<file path="src/rtl/vsmp_pkg.sv">
// Shared encodings for the four-word instruction sequencer: FSM states, opcodes,
// PHASE one-hot codes and the datapath strobe bundle.
package vsmp_pkg;

  typedef enum logic [2:0] {
    ST_IDLE,
    ST_FETCH,
    ST_DECODE,
    ST_EXECUTE,
    ST_WRITEBACK,
    ST_HALTED
  } state_t;

  localparam logic [3:0] OP_NOP  = 4'h0;
  localparam logic [3:0] OP_LDA  = 4'h1;
  localparam logic [3:0] OP_LDB  = 4'h2;
  localparam logic [3:0] OP_ADD  = 4'h3;
  localparam logic [3:0] OP_SUB  = 4'h4;
  localparam logic [3:0] OP_HALT = 4'hF;

  localparam logic [3:0] PH_NONE      = 4'b0000;
  localparam logic [3:0] PH_FETCH     = 4'b0001;
  localparam logic [3:0] PH_DECODE    = 4'b0010;
  localparam logic [3:0] PH_EXECUTE   = 4'b0100;
  localparam logic [3:0] PH_WRITEBACK = 4'b1000;

  // Field order matches the {LOADA, LOADB, ENABLEALU, ENABLEINSTR, ADDSUB} port group.
  typedef struct packed {
    logic load_a;
    logic load_b;
    logic enable_alu;
    logic enable_instr;
    logic add_sub;
  } strobes_t;

  localparam strobes_t STROBES_OFF = '0;

  function automatic logic [3:0] phase_of(input state_t s);
    case (s)
      ST_FETCH:     return PH_FETCH;
      ST_DECODE:    return PH_DECODE;
      ST_EXECUTE:   return PH_EXECUTE;
      ST_WRITEBACK: return PH_WRITEBACK;
      default:      return PH_NONE;
    endcase
  endfunction

  function automatic logic is_legal(input logic [3:0] op);
    return (op == OP_NOP) || (op == OP_LDA) || (op == OP_LDB) ||
           (op == OP_ADD) || (op == OP_SUB) || (op == OP_HALT);
  endfunction

endpackage

</file>
<file path="src/rtl/instr_decode.sv">
// Combinational opcode-to-strobe decoder; strobes depend only on the registered
// state and latched opcode, so they are glitch-free Moore outputs.
module instr_decode
  import vsmp_pkg::*;
(
  input  state_t     state,
  input  logic [3:0] instr,
  output strobes_t   strobes,
  output logic       illegal
);

  logic is_alu_op;

  assign is_alu_op = (instr == OP_ADD) || (instr == OP_SUB);
  assign illegal   = !is_legal(instr);

  always_comb begin
    // NOTE: every output gets a default first, so no path through the case
    // statements can leave a value unassigned and infer a latch.
    strobes = STROBES_OFF;
    case (state)
      ST_EXECUTE: begin
        case (instr)
          OP_LDA: begin
            strobes.enable_instr = 1'b1;
            strobes.load_a       = 1'b1;
          end
          OP_LDB: begin
            strobes.enable_instr = 1'b1;
            strobes.load_b       = 1'b1;
          end
          OP_ADD, OP_SUB: begin
            strobes.enable_alu = 1'b1;
            strobes.add_sub    = (instr == OP_SUB);
          end
          default: ;
        endcase
      end
      ST_WRITEBACK: begin
        // The ALU result is written back into A; ADDSUB stays stable across both phases.
        if (is_alu_op) begin
          strobes.enable_alu = 1'b1;
          strobes.load_a     = 1'b1;
          strobes.add_sub    = (instr == OP_SUB);
        end
      end
      default: ;
    endcase
  end

endmodule

</file>
<file path="src/rtl/instr_sequencer.sv">
// Four-phase instruction sequencer for a 4-word program store: fetches, decodes,
// executes and writes back each word, with stall (HOLD), halt and error handling.
module instr_sequencer
  import vsmp_pkg::*;
(
  input  logic       CLK,
  input  logic       RSTN,
  input  logic       START,
  input  logic       HOLD,
  input  logic [7:0] MEM_WORD,
  output logic [1:0] PC,
  output logic [3:0] INSTR,
  output logic [3:0] DATA,
  output logic [3:0] PHASE,
  output logic       LOADA,
  output logic       LOADB,
  output logic       ENABLEALU,
  output logic       ENABLEINSTR,
  output logic       ADDSUB,
  output logic       BUSY,
  output logic       DONE,
  output logic       ERR
);

  state_t     state_q, state_d;
  logic [1:0] pc_q, pc_d;
  logic [3:0] instr_q, instr_d;
  logic [3:0] data_q, data_d;
  logic       err_q, err_d;
  logic       done_q, done_d;

  strobes_t   strobes;
  logic       illegal;

  instr_decode u_decode (
    .state   (state_q),
    .instr   (instr_q),
    .strobes (strobes),
    .illegal (illegal)
  );

  // NOTE: sequential state uses non-blocking assignments so every flop samples
  // the pre-edge values of the others, independent of statement order.
  always_ff @(posedge CLK or negedge RSTN) begin
    if (!RSTN) begin
      state_q <= ST_IDLE;
      pc_q    <= '0;
      instr_q <= '0;
      data_q  <= '0;
      err_q   <= 1'b0;
      done_q  <= 1'b0;
    end else begin
      state_q <= state_d;
      pc_q    <= pc_d;
      instr_q <= instr_d;
      data_q  <= data_d;
      err_q   <= err_d;
      done_q  <= done_d;
    end
  end

  always_comb begin
    state_d = state_q;
    pc_d    = pc_q;
    instr_d = instr_q;
    data_d  = data_q;
    err_d   = err_q;
    done_d  = 1'b0;
    if (HOLD) begin
      // A pending end-of-run pulse is deferred until the stall is released.
      done_d = done_q;
    end else begin
      case (state_q)
        ST_IDLE, ST_HALTED: begin
          if (START) begin
            state_d = ST_FETCH;
            pc_d    = '0;
            err_d   = 1'b0;
          end
        end
        ST_FETCH: begin
          instr_d = MEM_WORD[7:4];
          data_d  = MEM_WORD[3:0];
          state_d = ST_DECODE;
        end
        ST_DECODE: begin
          if (instr_q == OP_HALT) begin
            state_d = ST_HALTED;
            done_d  = 1'b1;
          end else begin
            state_d = ST_EXECUTE;
            err_d   = err_q | illegal;
          end
        end
        ST_EXECUTE: state_d = ST_WRITEBACK;
        ST_WRITEBACK: begin
          pc_d = pc_q + 2'd1;
          if (pc_q == 2'd3) begin
            state_d = ST_IDLE;
            done_d  = 1'b1;
          end else begin
            state_d = ST_FETCH;
          end
        end
        default: state_d = ST_IDLE;
      endcase
    end
  end

  always_comb begin
    PHASE = phase_of(state_q);
    BUSY  = (state_q != ST_IDLE) && (state_q != ST_HALTED);
    {LOADA, LOADB, ENABLEALU, ENABLEINSTR, ADDSUB} = HOLD ? STROBES_OFF : strobes;
    DONE  = done_q & ~HOLD;
    // ERR is already visible while the offending word sits in DECODE.
    ERR   = err_q | ((state_q == ST_DECODE) & illegal);
  end

  assign PC    = pc_q;
  assign INSTR = instr_q;
  assign DATA  = data_q;

endmodule

</file>
<file path="config.mk">
export PLATFORM = sky130hd
export DESIGN_NAME = instr_sequencer
export DESIGN_NICKNAME = d
export VERILOG_FILES = /design/src/rtl/vsmp_pkg.sv /design/src/rtl/instr_decode.sv /design/src/rtl/instr_sequencer.sv
export SDC_FILE = /design/constraint.sdc
export NUM_CORES = 1
export LEC_CHECK = 0
export ABC_AREA = 1
export CAP_MARGIN = 25
export CORE_MARGIN = 2
export CORE_UTILIZATION = 47
export CTS_BUF_LIST = sky130_fd_sc_hd__clkbuf_16
export DETAILED_ROUTE_END_ITERATION = 6
export PLACE_DENSITY = 0.82
export SLEW_MARGIN = 20
export SYNTH_ARGS = -nofsm -noshare
export SYNTH_HDL_FRONTEND = slang
export SYNTH_HIERARCHICAL = 1
export SYNTH_SLANG_ARGS = --single-unit
</file>
<file path="constraint.sdc">
create_clock -name CLK -period 2.2 [get_ports CLK]
set_input_delay 0.44 -clock CLK [delete_from_list [all_inputs] [get_ports CLK]]
set_output_delay 0.44 -clock CLK [all_outputs]
set_load 0.01 [all_outputs]
</file>
# == Word-level counts from Yosys, hierarchy flattened ==
# Index checks and enable logic that the tools add are counted.
# op_classes
add_sub_neg,1
n_eq_ne,14
mux,26
bitwise,5
n_reduce_logical,20
# op_table
op,n
4-bit one-hot mux with 4 select lines,1
3-bit one-hot mux with 5 select lines,1
1-bit two-way mux,14
1-bit one-hot mux with 2 select lines,5
"4-bit by 2-bit == test with 1-bit output, second input constant",2
"3-bit by 2-bit == test with 1-bit output, second input constant",2
"3-bit == test, second input constant",2
1-bit logical OR,6
3-bit two-way mux,2
2-bit OR reduction,3
5-bit two-way mux,1
"4-bit by 1-bit == test with 1-bit output, second input constant",1
"4-bit by 3-bit == test with 1-bit output, second input constant",1
"4-bit == test, second input constant",1
4-bit zero test,1
"2-bit != test, second input constant",2
2-bit one-hot mux with 2 select lines,1
2-bit AND reduction,2
4-bit AND reduction,1
2-bit nonzero test,2
"3-bit by 1-bit == test with 1-bit output, second input constant",1
3-bit zero test,1
"3-bit != test, second input constant",1
3-bit AND reduction,1
other kinds (9),11
# word_totals
regBits,15
in_bits,12
output_inout_bits,22
word_cells,72

# == Logic depth before layout (Yosys ltp) ==
# logic_depth
depth_word,10
depth_mapped,9
ltp_nobuf,9

# == By module ==
# The synthesis kept the hierarchy.
# modules_own_cells
module,n_inst,cells_per_inst,area_each_um2,seq_area_each_um2
instr_sequencer,1,113,817.0,375.4
instr_decode,1,31,126.4,0.0

# == Worst setup path before layout ==
# OpenSTA, ideal clock, no wires.
# synth_path
path_type,register to output
startpoint,"register instr_q[2], in the netlist INSTR[2]"
endpoint,output port ERR
arrival_ns,1.136
required_time_ns,1.760
slack_ns,0.624
path_stages_with_launch,8
path_buffers,0
path_cell_list,dfrtp_1 > inv_1 > nor2_1 > nand2_1 > o21ai_0 > nor2_1 > inv_1 > o21ai_0
# synth_between
elab_chain_cells,9
word_cells_on_any_way,14
classes_between,5 x eq/ne; 2 x bitwise; 7 x reduce/logical
# synth_lines
item,line,source
from (decl),instr_sequencer.sv:27,"logic [3:0] instr_q, instr_d;"
from (signal assigned),instr_sequencer.sv:55,instr_q <= instr_d;
4-bit by 1-bit == test with 1-bit output or 4-bit zero test (tied branches),vsmp_pkg.sv:49,return (op == OP_NOP) || (op == OP_LDA) || (op == OP_LDB) ||
1-bit logical OR (3 in series),vsmp_pkg.sv:49,
1-bit logical OR,vsmp_pkg.sv:50,(op == OP_ADD) || (op == OP_SUB) || (op == OP_HALT);
1-bit logical OR *,vsmp_pkg.sv:50,
1-bit zero test *,instr_decode.sv:15,assign illegal = !is_legal(instr);
via illegal,instr_sequencer.sv:33,logic illegal;
1-bit bitwise AND *,instr_sequencer.sv:116,ERR = err_q | ((state_q == ST_DECODE) & illegal);
1-bit OR *,instr_sequencer.sv:116,
to (decl),instr_sequencer.sv:22,output logic ERR
# Mark *: on every way through the listed nets, which the timed path passes. The rest lies on a longest branch.

# == Worst setup path after layout ==
# layout_path
startpoint,register state_q[0]
endpoint,output port BUSY
# layout_between
elab_chain_cells,2
word_cells_on_any_way,3
classes_between,1 x eq/ne; 2 x reduce/logical
# layout_lines
item,line,source
from (decl),instr_sequencer.sv:25,"state_t state_q, state_d;"
from (signal assigned),instr_sequencer.sv:53,state_q <= state_d;
3-bit != test or 3-bit nonzero test (tied branches),instr_sequencer.sv:112,BUSY = (state_q != ST_IDLE) && (state_q != ST_HALTED);
1-bit logical AND *,instr_sequencer.sv:112,
to (decl),instr_sequencer.sv:20,"output logic BUSY,"
# Every way passes the cells marked *; elsewhere a longest branch is shown, timed or not.

==> flow_summary.toml <==
[power_and_ir_drop]
ir_worst_vdd_uv = 778
switching_share_pct = 41.8
p_clk_share_pct = 18.5
power.density_nw_per_um2 = 1320
p_switching_mw = 0.802
p_comb_share_pct = 54.8
leakagePower_nw = 0.775
internal_power_mw = 1.12
p_total_mw = 1.92
pwr-share-seq_pct = 26.8

[timing]
max_freq_ghz = 0.471
rsz0062_at_grt = "no"
whs_ns = 0.471
setup_viol = 0
finalHoldViolCount = 0
fin_tns_setup_ns = 0
min_period_over_period_pct = 96.4
skew_ns = 0.00321
min_period_ns = 2.12
tightest_slew_ns = 0.676
slew_violations = 0
relSlewSlack_pct = 54.8

[floorplan]
die_w_um = 48.8
die_area_um2 = 2380
start_util_pct = 49.1
fp-row-count = 16
die_h_um = 48.8
design.core.area_um2 = 1920
boundaryPins = 34

[finish]
antennaDiodeCount = 0
nets = 201
syn_to_final_growth_pct = 53.8
mostFrequentLayoutCells = "nand2_1, clkdlybuf4s50_1, inv_1"
drive_gt1_share_pct = 13.9
final_common_cell = "nand2_1"

[worst_setup_path]
path_max_fanout = 5
crit_required_ns = 1.76
rrSetupSlack_ns = 0.68
cp-start-kind = "flip-flop"
crit_type = "flip-flop to output pin"
crit_path_end_kind = "output pin"
arrival_ns = 1.68

[yosys]
synth_area_leaders = "dfrtp_1, nand2_1, nor2_1"
synth_cells = 144
synth_top_area_share_pct = 39.8
ys_seq_area_share_pct = 39.8
ys_ff_latch = 15
synthesis.nets = 157
syn_area_um2 = 943
synth_cell_types = 20
yosysTopAreaCell = "dfrtp_1"
synthesis.yosys.warnings = 6
synth.avg_cell_area_um2 = 6.55

[cts]
numClockSinks = 15
ctsHoldBuffers = 0
clock_latency_ns = 0.25
cts_tree = "done"
path_clk_slew_ns = 0.05
cts-root-buf = "clkbuf_16"
clk_path_buf_depth = 2
cts.htree.levels = 1
cts_made_buffers = 3

[detailed_routing]
totalWireLength_um = 2680
post-route-drc-count = 0
via_count = 1103
ant_nets = 0
wl_per_cell_um = 12.5
viasPerCell = 5.15
drt_iter0_drc = 47
drt_pass1_iterations = 5

[global_route]
grt_max_degree = 16
gr-usage-met2_pct = 41.8
gr-max-usage-layer = "met2"
met3_usage_pct = 3.37
grt_pass1_wl_um = 4290
grt.met1_usage_pct = 27.0
antenna_found_initial = 0
grt_pass1_vias = 998
grt_overflow = 0
grtUsageTotal_pct = 23.4

[min_path]
worst_hold_path_type = "flip-flop to flip-flop"

[placement]
gp_congestion = 0.797
numPortBuffers = 33
hpwlAfterDp_um = 1900

[job]
cap_violations = 0

[status]
status = "finished clean"
==> layout make-up <==
type | count | area [um2]
repair buffers | 42 | 399
well taps | 27 | 33.8
clock inverters | 1 | 3.75
flip-flops and latches | 15 | 382
fillers | 141 | 470
inverters | 22 | 82.6
clock buffers | 3 | 75.1
multi-input cells | 104 | 475
==> power groups by stage <==
stage	combinational [mW]	sequential [mW]	clock, mW
after global routing	1.15	0.529	0.364
after global placement	0.927	0.503	0
after detailed placement	0.960	0.511	0
after floorplan	0.493	0.541	0
after CTS	1.04	0.508	0.357
final	1.05	0.513	0.355
==> through the flow <==
| stage | std cells | util, % | worst slack, ns | area, um2 |
|---|---|---|---|---|
| floorplan | 144 | - | 0.624 | 943 |
| global placement | 206 | 68.9 | 0.108 | 1330 |
| detailed placement | 206 | 68.9 | 0.0744 | 1330 |
| CTS | 214 | 75.1 | 0.0155 | 1440 |
| global route | 214 | 75.5 | 0.0140 | 1450 |
| finish | 214 | 75.5 | 0.0783 | 1450 |
==> cell usage after synthesis (all sizes together) <==
cell type	number
ha	1
buf	2
nand2	45
dfrtp	15
nand3	16
o21bai	1
or2	1
o21ai	10
a21oi	5
inv	22
nor2	23
nand4	2
clkbuf	1
==> state kept, by name, summed over array words and instances, names as in the netlist <==
register  flops
DATA          4
INSTR         4
state_q       3
PC            2
done_q        1
err_q         1
==> final timing paths <==
path,from,endpoint,depth (start not counted)
min in group asynchronous,RSTN,INSTR[0],1
setup / recovery,state_q[0],BUSY,5
setup reg to reg,state_q[2],INSTR[3],8
hold / removal,DATA[3],DATA[3],2
hold reg to reg,DATA[3],DATA[3],2
max in group asynchronous,RSTN,INSTR[2],1
==> cells by family after synthesis <==
group	share of synthesized area (%)
fa+ha+maj	1.33
buf+inv	10.9
compound gates	9.15
flops	39.8
simple gates	38.9
==> worst max-delay path: stages (launching register included) <==
cell	delay, ns
dfrtp_1	0.40
buf_4	0.15
inv_1	0.12
nand2_1	0.13
nand3_2	0.09
clkdlybuf4s50_1	0.54
==> repair_timing <==
action | 4_1_cts | 5_1_grt
gates resized for setup | 12 | 5
endpoints found under the setup margin | 6 | 4
buffers inserted | 4 | 0
==> routing by layer <==
metal,wire length (um),share of wire [%]
met1,1080,40
met2,1410,52
met3,143,5.3
met4,53,2.0
met5,0,0
Power figures use the tool's default switching activity.
